===== src/rtl/rob_tag_allocator.sv =====
// AR-side tag allocator for the read reorder buffer: binds each master AR to the lowest
// free internal tag, forwards it through a one-entry output slot and records orig ID/len.
module rob_tag_allocator #(
    parameter int unsigned ID_WIDTH        = 4,
    parameter int unsigned ADDR_WIDTH      = 32,
    parameter int unsigned LEN_WIDTH       = 8,
    parameter int unsigned TAG_WIDTH       = 4,
    parameter int unsigned MAX_OUTSTANDING = 16
) (
    input  logic                  clk,
    input  logic                  rst,
    input  logic                  in_valid,
    output logic                  in_ready,
    input  logic [ID_WIDTH-1:0]   in_id,
    input  logic [ADDR_WIDTH-1:0] in_addr,
    input  logic [LEN_WIDTH-1:0]  in_len,
    output logic                  out_valid,
    input  logic                  out_ready,
    output logic [TAG_WIDTH-1:0]  out_tag,
    output logic [ADDR_WIDTH-1:0] out_addr,
    output logic [LEN_WIDTH-1:0]  out_len,
    output logic                  alloc_valid,
    output logic [TAG_WIDTH-1:0]  alloc_tag,
    output logic [ID_WIDTH-1:0]   alloc_orig_id,
    output logic [LEN_WIDTH-1:0]  alloc_len,
    input  logic                  free_valid,
    input  logic [TAG_WIDTH-1:0]  free_tag,
    input  logic [TAG_WIDTH-1:0]  lookup_tag,
    output logic [ID_WIDTH-1:0]   lookup_orig_id,
    output logic [TAG_WIDTH:0]    used_count,
    output logic                  full,
    output logic                  err_bad_free
);

    localparam logic [TAG_WIDTH:0] MaxCount = (TAG_WIDTH + 1)'(MAX_OUTSTANDING);

    logic [MAX_OUTSTANDING-1:0] used_q, used_d;
    logic [ID_WIDTH-1:0]        orig_id_q [MAX_OUTSTANDING];
    logic [LEN_WIDTH-1:0]       len_q [MAX_OUTSTANDING];
    logic [TAG_WIDTH:0]         used_count_q, used_count_d;
    logic                       err_q;

    logic                  out_valid_q;
    logic [TAG_WIDTH-1:0]  out_tag_q;
    logic [ADDR_WIDTH-1:0] out_addr_q;
    logic [LEN_WIDTH-1:0]  out_len_q;
    logic                  alloc_valid_q;
    logic [TAG_WIDTH-1:0]  alloc_tag_q;
    logic [ID_WIDTH-1:0]   alloc_orig_id_q;
    logic [LEN_WIDTH-1:0]  alloc_len_q;

    logic                 accept;
    logic                 free_ok;
    logic [TAG_WIDTH-1:0] alloc_idx;

    assign full     = (used_count_q == MaxCount);
    assign in_ready = !full && (!out_valid_q || out_ready);
    assign accept   = in_valid && in_ready;
    assign free_ok  = free_valid && used_q[free_tag];

    // Lowest-index free tag; looks at pre-edge state so same-cycle frees are not reused.
    always_comb begin
        alloc_idx = '0;
        for (int i = MAX_OUTSTANDING - 1; i >= 0; i--) begin
            if (!used_q[i]) alloc_idx = TAG_WIDTH'(i);
        end
    end

    always_comb begin
        used_d = used_q;
        if (accept)  used_d[alloc_idx] = 1'b1;
        if (free_ok) used_d[free_tag]  = 1'b0;
    end

    always_comb begin
        used_count_d = used_count_q;
        case ({accept, free_ok})
            2'b10:   used_count_d = used_count_q + 1'b1;
            2'b01:   used_count_d = used_count_q - 1'b1;
            default: used_count_d = used_count_q;
        endcase
    end

    always_ff @(posedge clk) begin
        if (!rst) begin
            used_q          <= '0;
            used_count_q    <= '0;
            err_q           <= 1'b0;
            out_valid_q     <= 1'b0;
            out_tag_q       <= '0;
            out_addr_q      <= '0;
            out_len_q       <= '0;
            alloc_valid_q   <= 1'b0;
            alloc_tag_q     <= '0;
            alloc_orig_id_q <= '0;
            alloc_len_q     <= '0;
            for (int i = 0; i < MAX_OUTSTANDING; i++) begin
                orig_id_q[i] <= '0;
                len_q[i]     <= '0;
            end
        end else begin
            used_q        <= used_d;
            used_count_q  <= used_count_d;
            alloc_valid_q <= accept;
            if (free_valid && !used_q[free_tag]) err_q <= 1'b1;
            if (accept) begin
                orig_id_q[alloc_idx] <= in_id;
                len_q[alloc_idx]     <= in_len;
                out_valid_q          <= 1'b1;
                out_tag_q            <= alloc_idx;
                out_addr_q           <= in_addr;
                out_len_q            <= in_len;
                alloc_tag_q          <= alloc_idx;
                alloc_orig_id_q      <= in_id;
                alloc_len_q          <= in_len;
            end else if (out_ready) begin
                out_valid_q <= 1'b0;
            end
        end
    end

    assign out_valid      = out_valid_q;
    assign out_tag        = out_tag_q;
    assign out_addr       = out_addr_q;
    assign out_len        = out_len_q;
    assign alloc_valid    = alloc_valid_q;
    assign alloc_tag      = alloc_tag_q;
    assign alloc_orig_id  = alloc_orig_id_q;
    assign alloc_len      = alloc_len_q;
    assign lookup_orig_id = orig_id_q[lookup_tag];
    assign used_count     = used_count_q;
    assign err_bad_free   = err_q;

endmodule


===== config.mk =====
export PLATFORM = sky130hd
export DESIGN_NAME = rob_tag_allocator
export DESIGN_NICKNAME = d
export VERILOG_FILES = /design/src/rtl/rob_tag_allocator.sv
export SDC_FILE = /design/constraint.sdc
export NUM_CORES = 1
export LEC_CHECK = 0
export CORE_ASPECT_RATIO = 0.8
export CORE_MARGIN = 2
export CORE_UTILIZATION = 42
export CTS_CLUSTER_DIAMETER = 150
export DETAILED_ROUTE_END_ITERATION = 16
export PLACE_DENSITY = 0.74
export SLEW_MARGIN = 30
export SYNTH_ARGS = -nofsm -noshare
export SYNTH_HDL_FRONTEND = slang
export SYNTH_SLANG_ARGS = --single-unit

===== constraint.sdc =====
create_clock -name clk -period 9.77 [get_ports clk]
set_clock_uncertainty 0.05 [all_clocks]
set_input_delay 0.977 -clock clk [delete_from_list [all_inputs] [get_ports clk]]
set_output_delay 0.977 -clock clk [all_outputs]
set_load 0.02 [all_outputs]

==> impl_metrics.yaml <==
finish:
  multi_input_area_sq_um: 2500
  layout_commonest_cell: "clkdlybuf4s50_1"
  drive_above_1_share_pct: 10.8
  area_growth_pct: 31.5
  final_cell_mix: "clkdlybuf4s50_1, nand2_1, dfxtp_1, a21oi_1, edfxtp_1"
  num_antenna_cells: 0
  fillers: 1160
  stdcell_area_sq_um: 8140
  regArea_sq_um: 3360
  nets: 765
timing:
  slew_viol_final: 0
  slew_headroom_pct: 39.9
  hold_violations: 0
  worstMarginPinSlew_ps: 901
  tns_ps: 0
  holdWs_ps: 403
  setup_viol: 0
  max_freq_ghz: 0.226
  fin_crit_ps: 4430
  setup_ws_ps: 5340
  rsz0062_at_grt: "no"
  finalCritPeriodShare_pct: 45.4
detailed_routing:
  drtPass1Iterations: 5
  vias: 5101
  via_per_inst: 5.67
  drc: 0
  wirelength_mm: 17.0
  drt_iter0_drc: 657
  detail_route.wl_per_cell_microns: 18.9
  antenna_left: 0
global_route:
  grt_pass1_wl_mm: 26.8
  grt.overflow.total: 0
  grt_start_max_net_pins: 57
  track_usage_pct: 21.7
  first_global_vias: 5001
  antenna_found_initial: 0
clock_tree:
  cts_buffers: 17
  hold_buffers: 0
  clock_sinks: 136
  cts.root.buffer_cell: "clkbuf_16"
  clkLatencyLatePin_ps: 410
  clk_path_buf_depth: 2
  clk_pin_slew_ps: 60
  post_cts_buffers: 0
  post_cts_resized: 0
  htreeDepth: 4
  cts_tree: "built"
synthesis:
  ys_ff_latch: 136
  synth_nets: 662
  yosysUniqueCellTypes: 53
  syn_inst: 600
  synth_top_flop_cell: "dfxtp_1"
  seq_area_frac_synth_pct: 54.4
  yosysWarnings: 0
  synth_edf_count: 64
  async_flop_share_pct: 0
  syn_area_per_cell_sq_um: 10.3
  netlist_area_sq_um: 6180
floorplanning:
  die_area_sq_um: 15700
  io_pins: 131
  fp.dieH_microns: 113
  initial_core_util_pct: 43.1
  rows: 39
  core_sq_um: 14300
  die_w_microns: 140
place:
  gp_congestion: 0.866
  place_ws_ps: 4910
  io_buffers: 130
  place_area_sq_um: 7520
  dp_hpwl_mm: 11.8
status:
  outcome: "complete, no violations"
setup_path:
  startpoint_type: "input pin"
  path_max_fanout: 55
  worst-endpoint-arrival_ps: 4720
  path_class: "in2reg"
  cp-end-kind: "flop"
  required_ps: 10060
pwr:
  vdd_drop_max_v: 0.000163
  totalPowerFinal_mw: 1.47
  pwr_density_cell_nw_per_um2: 180
  p_leak_nw: 2.82
run:
  maxCapViolCount: 0
worst_hold_path:
  min_path_type: "reg2reg"
-- kinds of logic (layout without fill, tap and decap cells) --
kind of cell | after synthesis | after routing | share of synthesized area (%)
adders and majority gates | 5 | 5 | 1.13
AOI/OAI and AO/OA | 121 | 121 | 11.9
buffers and inverters | 73 | 189 | 5.26
and+or+nand+nor | 235 | 235 | 17.7
DFF | 136 | 136 | 54.4
muxes | 28 | 28 | 9.41
xor gates and xnor gates | 2 | 2 | 0.283
-- registers in the layout (all words and copies together) (netlist names) --
| signal | cells |
|---|---|
| orig_id_q | 64 |
| out_addr | 32 |
| used_q | 16 |
| out_len | 8 |
| used_count | 5 |
| alloc_orig_id | 4 |
| alloc_tag | 4 |
| alloc_valid | 1 |
| err_bad_free | 1 |
| out_valid | 1 |
-- routing by layer --
metal / track usage, % / routed length [microns] / up-vias
met3: 6.02 / 1380 / 28
met4: 5.87 / 240 / 0
met1: 28.6 / 7130 / 2459
met5: 0 / 0 / -
li1: - / - / 2357
met2: 35.4 / 8220 / 257
-- final cells by class --
cell class,instances,share of cell area (%)
Clock buffer,20,6.15
Clock inverter,12,1.49
Inverter,20,0.923
Multi-Input combinational cell,391,30.7
Sequential cell,136,41.3
Tap cell,184,2.83
Timing Repair Buffer,137,16.6
-- worst max-delay path: stages --
cell	delay [ps]
clkdlybuf4s50_1	400
nor2b_1	300
a211oi_4	70
buf_4	310
inv_2	720
ha_1	380
inv_1	110
fa_1	390
nor2b_1	170
o21ai_0	120
and3_1	200
or4_1	410
a21oi_1	150
-- metrics by stage --
step / util (%) / std cells
after floorplan: - / 600
after global placement: 52.4 / 868
after detailed placement: 52.4 / 868
final: 56.7 / 900
after global routing: 56.7 / 900
after CTS: 56.7 / 900
-- cell usage after synthesis, drive strengths merged (4+ instances only) --
master	count	area share, %
nor3	39	3.2
dfxtp	72	23
and2	9	0.91
nor2b	4	0.40
nand2	107	6.5
nor2	36	2.2
nand3b	5	0.61
nor3b	4	0.49
o21ai	26	2.1
clkbuf	31	1.9
mux4	24	8.7
edfxtp	64	31
nand4	6	0.61
a21oi	65	5.3
inv	20	1.2
nand3	9	0.73
buf	22	2.2
ha	4	0.81
o221a	4	0.73
o221ai	4	0.57
o211ai	5	0.69
-- worst paths after layout --
check | start | end | slack, ps | cells after the start
setup / recovery | out_ready | used_count[4]$_SDFFE_PN0P_ | 5340 | 13
hold reg to reg | out_addr[8]$_SDFFE_PN0P_ | out_addr[8]$_SDFFE_PN0P_ | 400 | 2
setup reg to reg | used_count[0]$_SDFFE_PN0P_ | used_count[4]$_SDFFE_PN0P_ | 5600 | 12
hold / removal | out_addr[8]$_SDFFE_PN0P_ | out_addr[8]$_SDFFE_PN0P_ | 400 | 2
-- report_power, final --
| group | total [mW] | switching (mW) | internal (mW) |
|---|---|---|---|
| logic | 0.174 | 0.0940 | 0.0799 |
| clock network | 0.656 | 0.253 | 0.403 |
| registers | 0.638 | 0.0157 | 0.622 |
No activity file was read; power rests on OpenSTA's default activity.
==> variant 1: new RTL, config.mk and constraints unchanged <==
Register the output `err_bad_free` once more, with the module's reset; this adds one clock of latency there. The other outputs are not delayed to match.
--- a/src/rtl/rob_tag_allocator.sv
+++ b/src/rtl/rob_tag_allocator.sv
@@ -131,3 +131,9 @@
     assign used_count     = used_count_q;
-    assign err_bad_free   = err_q;
+    always_ff @(posedge clk) begin
+        if (!rst) begin
+            err_bad_free <= '0;
+        end else begin
+            err_bad_free <= err_q;
+        end
+    end
 
Check against the original RTL: not equivalent (Yosys sat finds a counterexample within 4 cycles, from zero or initial values and one cycle with rst low).
==> variant 1 against the original RTL <==
- area after synthesis is 0.87% higher
- final area hardly changed
- critical endpoint unchanged
- non-clock buffer count is 3 lower
- wire length is 2.8% lower
- power is 0.46% lower
- sequential cell count is 1 higher
- worst setup slack worse by 0.052 ns
==> variant 1: results <==
status:
  outcome: "finished, final reports clean"
placed_design:
  hpwlAfterDp_um: 11990
  place_ws_ns: 4.887
  finalWeightedCongestion: 0.9051
  dp.cells: 867
global_routing:
  grt_max_degree: 56
  track_usage_pct: 21.04
  first_global_vias: 4950
finish:
  drive_gt1_share_pct: 11.33
  nFillCells: 1184
  regMostFlops: "orig_id_q"
  fin_nets: 764
  final_cells: 899
  final_area_mm2: 0.008142
hold_path:
  min_to: "alloc_orig_id[0]"
  holdCritStartpoint: "alloc_orig_id[0]"
  hp-class: "reg -> reg"
logic_synthesis:
  yosysUniqueCellTypes: 54
  synth-seq-area-share_pct: 54.23
  synthTopCellsByArea: "edfxtp_1, dfxtp_1, mux4_2"
  avgSynthCellArea_um2: 10.40
  synth_top_cells_by_count: "nand2_1, dfxtp_1, edfxtp_1, a21oi_1, nor2_1"
clock_network:
  h-tree-depth: 4
  postCtsSetupBuffers: 0
sta:
  period_share_pct: 45.90
  hold_slack_ns: 0.4042
pwr:
  leakagePower_nw: 2.811
  ir_drop_mv: 0.1513
route:
  drtIter0Drc: 377
  routed_wirelength_um: 16490
  drc: 0
  viasPerCell: 5.638
critical_path:
  rrSetupSlack_ns: 5.51
  path_delay_family: "buffers and inverters"
  arrival_ns: 4.76
## variant 1: cell families (layout without fill, tap and decap cells)
logic type	after synthesis	in the layout	synth area share [%]
and+or+nand+nor	256	256	19.55
buffers and inverters	63	178	4.593
DFF	137	137	54.23
muxes	27	27	9.166
xor gates and xnor gates	2	2	0.2808
adders and majority gates	5	5	1.123
AOI/OAI and AO/OA	110	110	11.05
## variant 1: metal layers
| metal | wire length, um | GRT usage (%) | share of wire, % |
|---|---|---|---|
| met1 | 6784 | 26.27 | 41 |
| met2 | 7859 | 34.44 | 48 |
| met3 | 1523 | 7.829 | 9.2 |
| met4 | 324 | 6.263 | 2.0 |
| met5 | 0 | 0 | 0 |
## variant 1: where the power goes
group          total (mW)  internal, mW  leakage, nW  switching [mW]
clock network       0.626         0.378        0.270           0.247
logic               0.189        0.0868         1.30           0.102
registers           0.646         0.628         1.25          0.0176
total                1.46          1.09         2.81           0.367
## variant 1: final cells by class
class | count | area share, %
sequential | 137 | 41.56
clock buffer | 19 | 5.317
clock inverter | 13 | 1.798
inverter | 12 | 0.5533
multi-input combinational | 400 | 31.66
tap | 184 | 2.828
timing repair buffer | 134 | 16.29
## variant 1: worst register-to-register path, stage by stage (launching register included)
cell,delay [ns]
dfxtp_1,0.36
nor4_1,0.67
a211oi_4,0.12
buf_4,0.31
inv_2,0.74
ha_1,0.38
inv_1,0.10
fa_1,0.38
nor2b_1,0.16
o21ai_0,0.12
and3_1,0.22
or4_1,0.41
a21oi_1,0.15
==> variant 2: new RTL, same flow settings <==
Made on the original files. The parameter `TAG_WIDTH` goes from 4 to 3.
--- a/src/rtl/rob_tag_allocator.sv
+++ b/src/rtl/rob_tag_allocator.sv
@@ -6,3 +6,3 @@
     parameter int unsigned LEN_WIDTH       = 8,
-    parameter int unsigned TAG_WIDTH       = 4,
+    parameter int unsigned TAG_WIDTH       = 3,
     parameter int unsigned MAX_OUTSTANDING = 16
Interface: changed (5 resized); port bits go from 131 to 126. The function was not compared with the original's and may differ.
==> variant 2 against the original RTL <==
- area after synthesis decreased by 35%
- sequential power decreased by 35%
- power decreased by 47%
- final area decreased by 32%
- synthesized cell count decreased by 31%
- core utilization increased by 1.3 points
- wire length decreased by 42%
- worst setup slack improved by 0.26 ns
- sequential cell count decreased by 42
- largest power group is now sequential cells
==> variant 2: results <==
global_routing:
  first_global_vias: 3201
  track_usage_pct: 19.45
  grt_max_degree: 61
clock_network:
  clk_path_buf_depth: 2
  h-tree-depth: 3
  clock_latency_ns: 0.33
  cts_buffers: 9
placed_design:
  dp.cells: 626
  portBuffers: 125
  hpwlAfterDp_um: 7130
  finalWeightedCongestion: 0.8442
route:
  drtPass1Iterations: 4
  vias: 3290
  routed_wirelength_um: 9902
  drtIter0Drc: 228
pwr:
  ir_drop_mv: 0.08107
  p_switching_uw: 170.6
  leakagePower_nw: 1.829
finish:
  final_cells: 642
  drive_gt1_share_pct: 10.13
  fin_nets: 577
  nFillCells: 817
critical_path:
  path_max_fanout: 8
  arrival_ns: 3.14
logic_synthesis:
  syn_inst: 417
  yosysUniqueCellTypes: 47
  synth-seq-area-share_pct: 54.37
  synth_top_cells_by_count: "nand2_1, dfxtp_1, a21oi_1, nor2_1, edfxtp_1"
  synthTopCellsByArea: "dfxtp_1, edfxtp_1, nand2_1"
  synth_edf_count: 32
  synth_nets: 476
status:
  outcome: "finished, final reports clean"
sta:
  tightest_slew_ns: 0.7537
variant 2: worst paths after layout:
path / from / endpoint / slack (ns) / depth (start not counted)
worst max register to register: used_count[0] / used_count[3] / 6.39 / 10
worst min register to register: out_addr[8] / out_addr[8] / 0.41 / 2
worst min-delay path: out_addr[8] / out_addr[8] / 0.41 / 2
worst max-delay path: lookup_tag[0] / lookup_orig_id[2] / 5.60 / 4
variant 2: worst max-delay path, cell delays in order:
cell	delay [ns]
clkdlybuf4s50_1	0.79
mux4_2	0.57
mux2_2	0.27
clkdlybuf4s50_1	0.54
variant 2: area by class of cell:
cell class,instances,area (um2),area share (%)
clock buffer,9,225.2,4.078
tap,119,148.9,2.696
sequential,94,2202,39.87
timing repair buffer,125,1251,22.66
clock inverter,7,51.30,0.9289
multi-input combinational,277,1595,28.89
inverter,11,48.80,0.8836
variant 2: routing by layer:
metal / GRT usage [%] / wire length, um
met1: 25.21 / 4309
met2: 31.74 / 4769
met3: 6.411 / 792
met4: 4.573 / 29
met5: 0 / 0
variant 2: power groups by stage:
stage          Clock (mW)  Combinational [mW]  Sequential [mW]
6_report            0.318              0.0533            0.412
5_1_grt             0.339              0.0571            0.412
3_5_place_dp            0              0.0533            0.421
2_1_floorplan           0              0.0221            0.419
4_1_cts             0.326              0.0536            0.412
3_3_place_gp            0              0.0530            0.420
variant 2: metrics by stage:
| step | hold slack, ns | setup WS, ns | area [um2] | util (%) |
|---|---|---|---|---|
| floorplan | 0.4323 | 6.257 | 4050 | - |
| global placement | 0.3914 | 5.028 | 5240 | 54.99 |
| detailed placement | 0.3967 | 4.934 | 5243 | 55.02 |
| CTS | 0.4055 | 5.286 | 5519 | 57.92 |
| global route | 0.4213 | 5.454 | 5523 | 57.96 |
| finish | 0.4053 | 5.598 | 5523 | 57.96 |
variant 2: cell families (layout without fill, tap and decap cells):
| group | after synthesis | count (layout) | share of synthesized area (%) |
|---|---|---|---|
| buffers and inverters | 46 | 152 | 6.364 |
| muxes | 15 | 15 | 6.611 |
| DFF | 94 | 94 | 54.37 |
| adders and majority gates | 4 | 4 | 1.421 |
| xor gates and xnor gates | 3 | 3 | 0.6489 |
| and+or+nand+nor | 175 | 175 | 18.72 |
| AOI/OAI and AO/OA | 80 | 80 | 11.86 |
